`src/rtl/raid_pkg.sv`:
```
// Shared RAID definitions for the stripe read path: disk count, FSM states,
// slot mapping under rotating parity and the mod-3 reduction step.
package raid_pkg;

  localparam int WORD_W    = 32;
  localparam int NUM_DISKS = 3;

  typedef enum logic [1:0] {
    IDLE    = 2'd0,
    COLLECT = 2'd1,
    PRESENT = 2'd2
  } state_t;

  typedef logic [1:0] disk_idx_t;

  typedef enum logic [1:0] {
    SLOT_A = 2'd0,
    SLOT_B = 2'd1,
    SLOT_P = 2'd2
  } slot_t;

  // The parity disk fills SLOT_P; the lower-numbered data disk goes to SLOT_A.
  function automatic slot_t slot_of(input disk_idx_t pd, input disk_idx_t disk);
    slot_t s;
    if (disk == pd) begin
      s = SLOT_P;
    end else if ((disk == 2'd0) || ((disk == 2'd1) && (pd == 2'd0))) begin
      s = SLOT_A;
    end else begin
      s = SLOT_B;
    end
    return s;
  endfunction

  function automatic logic [1:0] mod3_step(input logic [1:0] rem, input logic bit_in);
    logic [1:0] r;
    case ({rem, bit_in})
      3'd0:    r = 2'd0;
      3'd1:    r = 2'd1;
      3'd2:    r = 2'd2;
      3'd3:    r = 2'd0;
      3'd4:    r = 2'd1;
      3'd5:    r = 2'd2;
      default: r = 2'd0;
    endcase
    return r;
  endfunction

endpackage

```
`src/rtl/parity_disk_sel.sv`:
```
// Combinational mod-3 reduction of a stripe address, giving the parity disk index.
// Shared by the read-side assembler and the write-path parity generator.
module parity_disk_sel
  import raid_pkg::*;
#(
  parameter int ADDR_W = 16
) (
  input  logic [ADDR_W-1:0] addr,
  output disk_idx_t         pd
);

  logic [1:0] rem_s;

  // Horner-style reduction, MSB first: rem = (2*rem + bit) mod 3.
  always_comb begin
    rem_s = 2'd0;
    for (int i = ADDR_W - 1; i >= 0; i--) begin
      rem_s = mod3_step(rem_s, addr[i]);
    end
    pd = rem_s;
  end

endmodule

```
`src/rtl/stripe_assembler.sv`:
```
// Fetches one stripe from three disks, reorders the out-of-order responses into
// data/parity slots under rotating parity, and presents them with valid/ready.
module stripe_assembler
  import raid_pkg::*;
#(
  parameter int WIDTH   = WORD_W,
  parameter int ADDR_W  = 16,
  parameter int TIMEOUT = 64
) (
  input  logic              clk,
  input  logic              n_rst,
  input  logic              start,
  input  logic [ADDR_W-1:0] stripe_addr,
  output logic              busy,
  output logic [ADDR_W-1:0] rd_addr,
  output logic [2:0]        rd_req,
  input  logic [2:0]        rd_valid,
  input  logic [WIDTH-1:0]  rd_data0,
  input  logic [WIDTH-1:0]  rd_data1,
  input  logic [WIDTH-1:0]  rd_data2,
  output logic              out_valid,
  input  logic              out_ready,
  output logic [WIDTH-1:0]  data_a,
  output logic [WIDTH-1:0]  data_b,
  output logic [WIDTH-1:0]  parity_word,
  output logic [1:0]        parity_disk,
  output logic              out_err,
  output logic [2:0]        missing
);

  localparam int CNT_W = $clog2(TIMEOUT);
  localparam logic [CNT_W-1:0] CNT_MAX = CNT_W'(TIMEOUT - 1);

  state_t            state_r;
  logic              busy_r;
  logic [ADDR_W-1:0] rd_addr_r;
  logic [2:0]        rd_req_r;
  logic [2:0]        captured_r;
  logic [CNT_W-1:0]  cnt_r;
  logic              out_valid_r;
  logic [WIDTH-1:0]  data_a_r;
  logic [WIDTH-1:0]  data_b_r;
  logic [WIDTH-1:0]  parity_word_r;
  disk_idx_t         parity_disk_r;
  logic              out_err_r;
  logic [2:0]        missing_r;

  disk_idx_t         pd_s;
  logic [2:0]        cap_s;
  logic [2:0]        cap_done_s;
  logic [WIDTH-1:0]  rd_word_s [NUM_DISKS];

  parity_disk_sel #(.ADDR_W(ADDR_W)) u_pd_sel (
    .addr (stripe_addr),
    .pd   (pd_s)
  );

  assign rd_word_s[0] = rd_data0;
  assign rd_word_s[1] = rd_data1;
  assign rd_word_s[2] = rd_data2;

  // rd_req doubles as the "still wanted" mask, so late or duplicate strobes fall out here.
  assign cap_s      = rd_valid & rd_req_r;
  assign cap_done_s = captured_r | cap_s;

  // Stripe FSM with all outputs held in registers.
  always_ff @(posedge clk) begin
    if (!n_rst) begin
      state_r       <= IDLE;
      busy_r        <= 1'b0;
      rd_addr_r     <= {ADDR_W{1'b0}};
      rd_req_r      <= 3'b000;
      captured_r    <= 3'b000;
      cnt_r         <= {CNT_W{1'b0}};
      out_valid_r   <= 1'b0;
      data_a_r      <= {WIDTH{1'b0}};
      data_b_r      <= {WIDTH{1'b0}};
      parity_word_r <= {WIDTH{1'b0}};
      parity_disk_r <= 2'd0;
      out_err_r     <= 1'b0;
      missing_r     <= 3'b000;
    end else begin
      case (state_r)
        IDLE: begin
          if (start) begin
            state_r       <= COLLECT;
            busy_r        <= 1'b1;
            rd_addr_r     <= stripe_addr;
            rd_req_r      <= 3'b111;
            captured_r    <= 3'b000;
            cnt_r         <= {CNT_W{1'b0}};
            parity_disk_r <= pd_s;
            data_a_r      <= {WIDTH{1'b0}};
            data_b_r      <= {WIDTH{1'b0}};
            parity_word_r <= {WIDTH{1'b0}};
            out_err_r     <= 1'b0;
            missing_r     <= 3'b000;
          end
        end

        COLLECT: begin
          for (int i = 0; i < NUM_DISKS; i++) begin
            if (cap_s[i]) begin
              case (slot_of(parity_disk_r, disk_idx_t'(i)))
                SLOT_A:  data_a_r      <= rd_word_s[i];
                SLOT_B:  data_b_r      <= rd_word_s[i];
                SLOT_P:  parity_word_r <= rd_word_s[i];
                default: ;
              endcase
            end
          end
          captured_r <= cap_done_s;
          if (cap_done_s == 3'b111) begin
            state_r     <= PRESENT;
            rd_req_r    <= 3'b000;
            out_valid_r <= 1'b1;
          end else if (cnt_r == CNT_MAX) begin
            // Captures landing in the expiry cycle still count.
            state_r     <= PRESENT;
            rd_req_r    <= 3'b000;
            out_valid_r <= 1'b1;
            out_err_r   <= 1'b1;
            missing_r   <= ~cap_done_s;
          end else begin
            rd_req_r <= rd_req_r & ~cap_s;
            cnt_r    <= cnt_r + CNT_W'(1);
          end
        end

        PRESENT: begin
          if (out_ready) begin
            state_r     <= IDLE;
            busy_r      <= 1'b0;
            out_valid_r <= 1'b0;
          end
        end

        default: begin
          state_r     <= IDLE;
          busy_r      <= 1'b0;
          rd_req_r    <= 3'b000;
          out_valid_r <= 1'b0;
        end
      endcase
    end
  end

  assign busy        = busy_r;
  assign rd_addr     = rd_addr_r;
  assign rd_req      = rd_req_r;
  assign out_valid   = out_valid_r;
  assign data_a      = data_a_r;
  assign data_b      = data_b_r;
  assign parity_word = parity_word_r;
  assign parity_disk = parity_disk_r;
  assign out_err     = out_err_r;
  assign missing     = missing_r;

endmodule

```
`config.mk`:
```
export PLATFORM = sky130hd
export DESIGN_NAME = stripe_assembler
export DESIGN_NICKNAME = d
export VERILOG_FILES = /design/src/rtl/raid_pkg.sv /design/src/rtl/parity_disk_sel.sv /design/src/rtl/stripe_assembler.sv
export SDC_FILE = /design/constraint.sdc
export NUM_CORES = 1
export LEC_CHECK = 0
export CAP_MARGIN = 20
export CORE_MARGIN = 5
export CORE_UTILIZATION = 45
export DETAILED_ROUTE_END_ITERATION = 6
export GPL_TIMING_DRIVEN = 0
export HOLD_SLACK_MARGIN = 0.08
export PLACE_DENSITY = 0.88
export SYNTH_ARGS = -nofsm -noshare
export SYNTH_HDL_FRONTEND = slang
export SYNTH_HIERARCHICAL = 1
export SYNTH_SLANG_ARGS = --single-unit
export TNS_END_PERCENT = 50
```
`constraint.sdc`:
```
create_clock -name clk -period 4.8 [get_ports clk]
set_clock_uncertainty 0.2 [all_clocks]
set_input_delay 0.72 -clock clk [delete_from_list [all_inputs] [get_ports clk]]
set_output_delay 0.72 -clock clk [all_outputs]
set_load 0.005 [all_outputs]
```
==> results.toml, run 1 <==
[floorplanning]
die_width_um = 140.3
die_area_um2 = 19690
die_height_um = 140.3
io_pins = 242
core-area_um2 = 16640
initial_utilization = 0.4591
std_cell_rows = 47

[hold_path]
hold_crit_path_type = "reg2reg"

[timing]
slew_headroom = 0.5573
grt_setup_unrepaired = "false"
timing.final.hold_violations = 0
finalSetupViolCount = 0
period_needed_ps = 4125
fin_crit_sh = 0.8594
peak_freq_mhz = 242.4
slew_violations = 0
timing_worst_slew_pin_value_ps = 664.0
totalNegativeSetupSlack_ps = 0

[clock_network]
total_cts_buffers = 17
cts_max_path_buffers = 2
htree_num_levels = 4
post-cts-setup-buffers = 0
clock_latency_ps = 430
worst_setup_hold_path_clk_slew_ps = 60
clock_root_buffer_master = "clkbuf_16"
cts_tree = "yes"
cts-hold-fix-buffers = 0
cts_resized = 0
cts_num_sinks = 134

[synthesis]
yosys-mux-area-fraction = 0.1436
yosysTopAreaCellShare = 0.3511
synth_top_family_by_area = "compound AO/OA/AOI/OAI gates"
post_synth_fa_ha_maj_area_fraction = 0.001637
synth_area_leaders = "dfxtp_1 35%, mux2i_1 9.3%, a21oi_1 6.4%"
synth_area_per_cell_um2 = 8.875
synth_edf_count = 0
xor_and_xnor_fraction_of_the_mapped_netlist_area = 0.004585
synth_register_bits = 134
synthArstFlopShare = 0
synth_top_cells_by_count = "134 x dfxtp_1, 97 x a21oi_1, 94 x nand2_1"
synth_compound_gate_area_share = 0.3226
synth_largest_area_cell = "dfxtp_1"
ys_dominant_reg_cell = "dfxtp_1"
synth_fp_nets = 981
ys_seq_area_frac = 0.3511
distinct_cells_synth = 79
ys_warn_count = 6
postSynthCellCount = 861
syn_area_um2 = 7641
synth_simple_gate_area_share = 0.1208
synthMostInstantiatedCell = "dfxtp_1"

[route]
drt_iter0_drc = 415
avgViaCountPerCell = 5.965
dr.pass1.iters = 5
routed_wire_length_per_instance_um = 19.86
vias = 8070
drt-total-wl_um = 26870
final_antenna_net_count = 0
drc_violation_count_after_routing = 0

[final_layout]
number_of_antenna_diodes = 0
post-route-util = 0.6571
finalInstanceArea_um2 = 10940
synthToLayoutAreaGrowth_pct = 43.11
drive_gt1_frac = 0.1403
final-instance-count-excl-fill = 1353
finish.net_count = 1241

[worst_setup_path]
worst-endpoint-required_ps = 4890
slowest_delay_ps = 520
worstSetupStartpointType = "input port"
critical_path.top_delay_family = "compound AO/OA/AOI/OAI gates"
setup.worst_path.end_class = "flop"
setup.worst_path.class = "in2reg"
arrival_ps = 4220
critPathSlowestCell = "or4b_4"
cp_common_cell = "buf_6"
critical_path.cell_chain = "clkdlybuf4s50_1 -> buf_6 -> or4b_4 -> a21oi_2 -> o22ai_2 -> and3_1 -> buf_6 -> mux2_4 -> o221ai_2 -> nor2_1 -> a311oi_1 -> o211ai_2 -> a211o_1 -> o21a_1 -> nand2_1 -> a21oi_1"
critical_path.n_buffers_inverters = 3
largest_fanout_on_the_critical_path = 10

[grt]
grt_max_degree = 17
grt_pass1_wl_um = 41460
grt_antenna_before_repair = 0
first_global_vias = 7724
grtUsageTotal = 0.2600
grt-ovfl-total = 0

[place]
detailedPlacementHpwl_um = 20030
buffer_ports.inserted = 241
dpl-instance-area_um2 = 10330
place.detailed.instances = 1322
weighted_congestion_at_the_end_of_routability_driven_global_placement = 0.9122

[power_and_ir_drop]
worst_ir_drop_vdd_mv = 0.2380
power_density_nw_per_um2 = 289.5
leakagePower_uw = 0.004481

[run]
max_cap_violations = 0

[status]
run_status = "completed"
cells by family after synthesis:
group	Yosys count
DFF	134
AOI/OAI and AO/OA	363
muxes	105
and+or+nand+nor	176
adders and majority gates	1
buffers and inverters	78
xor gates and xnor gates	4
final timing paths:
kind                   start              end  slack, ps  cells past startpoint
min reg2reg      rd_addr[11]      rd_addr[11]        250                      2
min              rd_addr[11]      rd_addr[11]        250                      2
max reg2reg        rd_req[0]  parity_word[21]       2700                      5
max          stripe_addr[14]   parity_disk[0]        680                     16
layer usage:
| metal | global-route usage | vias up | share of wire |
|---|---|---|---|
| met2 | 0.4211 | 378 | 0.46 |
| met4 | 0.09842 | 0 | 0.031 |
| met3 | 0.06885 | 63 | 0.093 |
| met1 | 0.3323 | 3845 | 0.42 |
| met5 | 0 | - | 0 |
| li1 | - | 3784 | - |
report_power, final:
part           leakage (uW)  internal, uW  switching, uW  total, uW
Combinational       0.00311           299            341        641
Sequential          0.00108          1150           26.8       1170
Clock              0.000291           840            510       1350
Total               0.00448          2290            878       3170
worst min-delay path, delay by kind of cell (launching register included):
kind	cells	cell delay [ps]
compound gates	1	50
simple gates	1	50
flops	1	300
state kept, by name, summed over array words and instances, names as in the netlist:
name,cells
out_err,1
rd_addr,16
out_valid,1
busy,1
parity_word,32
data_b,32
rd_req,3
captured_r,3
parity_disk,2
cnt_r,6
missing,3
state_r,2
data_a,32
cells in the final DEF (no fill, tap or decap), drive strengths merged, types with 3 or more instances in the layout:
| cell type | count |
|---|---|
| o2bb2ai | 32 |
| or3b | 3 |
| nand2 | 94 |
| clkdlybuf4s50 | 241 |
| nand2b | 10 |
| a21o | 34 |
| or4 | 4 |
| mux2 | 34 |
| xnor2 | 3 |
| bufinv | 3 |
| mux2i | 71 |
| nand3 | 8 |
| o21a | 3 |
| nand4b | 3 |
| a21oi | 101 |
| dfxtp | 134 |
| inv | 8 |
| o21ai | 112 |
| o211a | 3 |
| nor2 | 17 |
| clkinv | 7 |
| nor3b | 3 |
| a22oi | 3 |
| a211oi | 4 |
| and3 | 3 |
| o22ai | 3 |
| a311oi | 4 |
| clkinvlp | 3 |
| buf | 48 |
| clkbuf | 40 |
| o221ai | 33 |
| nand4 | 6 |
| nor3 | 6 |
| o211ai | 9 |
| nand4bb | 3 |
| and2 | 5 |
| a31oi | 3 |
stage by stage:
stage / hold slack (ps) / setup slack (ps) / power, uW
finish: 252.3 / 675.1 / 3166
global route: 280.6 / 486.9 / 3285
CTS: 254.6 / 718.1 / 3180
detailed placement: 245.5 / 269.2 / 1827
global placement: 242.2 / 308.0 / 1814
floorplan: 247.2 / 994.4 / 1533
layout make-up:
| type | count | area (um2) |
|---|---|---|
| multi-input combinational | 649 | 4533 |
| tap | 220 | 275.3 |
| inverter | 9 | 33.78 |
| timing repair buffer | 241 | 2412 |
| clock inverter | 12 | 153.9 |
| buffer | 69 | 391.6 |
| clock buffer | 19 | 452.9 |
| fill | 1363 | 5707 |
| sequential | 134 | 2683 |
No activity file was read; power rests on OpenSTA's default activity.
==> inputs of run 2 (changes only) <==
--- a/config.mk
+++ b/config.mk
@@ -11,7 +11,7 @@
 export DETAILED_ROUTE_END_ITERATION = 6
 export GPL_TIMING_DRIVEN = 0
 export HOLD_SLACK_MARGIN = 0.08
-export PLACE_DENSITY = 0.88
+export PLACE_DENSITY = 0.78
 export SYNTH_ARGS = -nofsm -noshare
 export SYNTH_HDL_FRONTEND = slang
 export SYNTH_HIERARCHICAL = 1
==> run 2 against run 1 <==
Non-clock buffer count unchanged. Flip-flop and latch count is the same. Largest cell class unchanged. Maximum frequency down 0.49%. Clock power shrank 9.6%. Critical path type unchanged. First-iteration DRC count shrank 1.4%.
==> results.toml, run 2 (same netlist as run 1, synthesis figures left out) <==
[timing]
slew_violations = 0
timing.final.hold_violations = 0
peak_freq_mhz = 241.2
hold_slack_ps = 255.1
period_needed_ps = 4145
timing_worst_slew_pin_value_ps = 623.8
slew_headroom = 0.5841
grt_setup_unrepaired = "false"
finalSetupViolCount = 0
fin_crit_sh = 0.8636
totalNegativeSetupSlack_ps = 0

[status]
run_status = "completed"

[final_layout]
finish.net_count = 1241
post-route-util = 0.6530
drive_gt1_frac = 0.1363
layout.cells.most_common = "clkdlybuf4s50_1"
synthToLayoutAreaGrowth_pct = 42.21
number_of_antenna_diodes = 0
final-instance-count-excl-fill = 1350
layout.cells.most_common_list = "241 x clkdlybuf4s50_1, 134 x dfxtp_1, 97 x a21oi_1"

[clock_network]
cts_max_path_buffers = 2
total_cts_buffers = 17
worst_setup_hold_path_clk_slew_ps = 50
cts_resized = 0
clock_root_buffer_master = "clkbuf_16"
cts-hold-fix-buffers = 0
cts_num_sinks = 134
htree_num_levels = 4
post-cts-setup-buffers = 0
clock_latency_ps = 420
cts_tree = "yes"

[power_and_ir_drop]
worst_ir_drop_vdd_mv = 0.2395
leakagePower_uw = 0.004460
power_density_nw_per_um2 = 279.3

[grt]
grt_max_degree = 17
grt-ovfl-total = 0
grt_antenna_before_repair = 1
grtUsageTotal = 0.2583
grt_pass1_wl_um = 41080
first_global_vias = 7580

[hold_path]
hold_crit_path_type = "reg2reg"

[route]
routed_wire_length_per_instance_um = 19.46
drc_violation_count_after_routing = 0
avgViaCountPerCell = 5.837
final_antenna_net_count = 0
drt-total-wl_um = 26270
dr.pass1.iters = 6
drt_iter0_drc = 409
vias = 7880

[worst_setup_path]
largest_fanout_on_the_critical_path = 10
worstSetupStartpointType = "input port"
setup.worst_path.end_class = "flop"
worst-endpoint-required_ps = 4880
setup.worst_path.class = "in2reg"
arrival_ps = 4230

[place]
place.detailed.instances = 1322
buffer_ports.inserted = 241
detailedPlacementHpwl_um = 19620
weighted_congestion_at_the_end_of_routability_driven_global_placement = 0.9258

[floorplanning]
die_area_um2 = 19690
die_height_um = 140.3
core-area_um2 = 16640
die_width_um = 140.3
initial_utilization = 0.4591
std_cell_rows = 47
io_pins = 242

[run]
max_cap_violations = 0
run 2: where the power goes:
part | switching (uW) | internal [uW] | total (uW)
combinational | 338 | 299 | 638
clock | 471 | 751 | 1220
sequential | 27.6 | 1150 | 1180
run 2: routing by layer:
layer | track usage | vias to the layer above | part of all wire | routed length (um)
met1 | 0.3349 | 3748 | 0.43 | 11380
met5 | 0 | - | 0.00042 | 11
li1 | - | 3771 | - | -
met2 | 0.4161 | 322 | 0.46 | 11980
met3 | 0.07771 | 37 | 0.090 | 2355
met4 | 0.07649 | 2 | 0.020 | 530
run 2: path summary, 6_finish.rpt:
check	from	endpoint	slack, ps	cells past startpoint
max	stripe_addr[14]	parity_disk[0]	650	16
min	rd_addr[7]	rd_addr[7]	260	2
max reg2reg	parity_disk[0]	data_a[23]	2610	7
min reg2reg	rd_addr[7]	rd_addr[7]	260	2
run 2: final cells by class:
| cell class | count | area (um2) |
|---|---|---|
| Clock buffer | 23 | 488.0 |
| Multi-Input combinational cell | 649 | 4533 |
| Tap cell | 220 | 275.3 |
| Sequential cell | 134 | 2683 |
| Timing Repair Buffer | 241 | 2412 |
| Fill cell | 1449 | 5776 |
| Clock inverter | 5 | 50.05 |
| Buffer | 69 | 391.6 |
| Inverter | 9 | 33.78 |
run 2: stage by stage:
stage                     setup slack [ps]  power [uW]  area [um2]
after global routing                 408.8        3161       10870
final                                654.6        3036       10870
after detailed placement             257.0        1829       10330
after floorplan                      994.4        1533        7641
after CTS                            679.8        3044       10870
after global placement               289.9        1822       10330
run 2: critical path, cell delays in order:
cell and delay (ps):
clkdlybuf4s50_1 460, buf_6 170, or4b_4 520, a21oi_2 160, o22ai_2 130, and3_1 220
buf_6 130, mux2i_1 110, a222oi_1 470, a21oi_1 130, a311oi_1 320, o211ai_2 170
a211o_1 330, o21a_1 100, nand2_1 50, a21oi_1 50
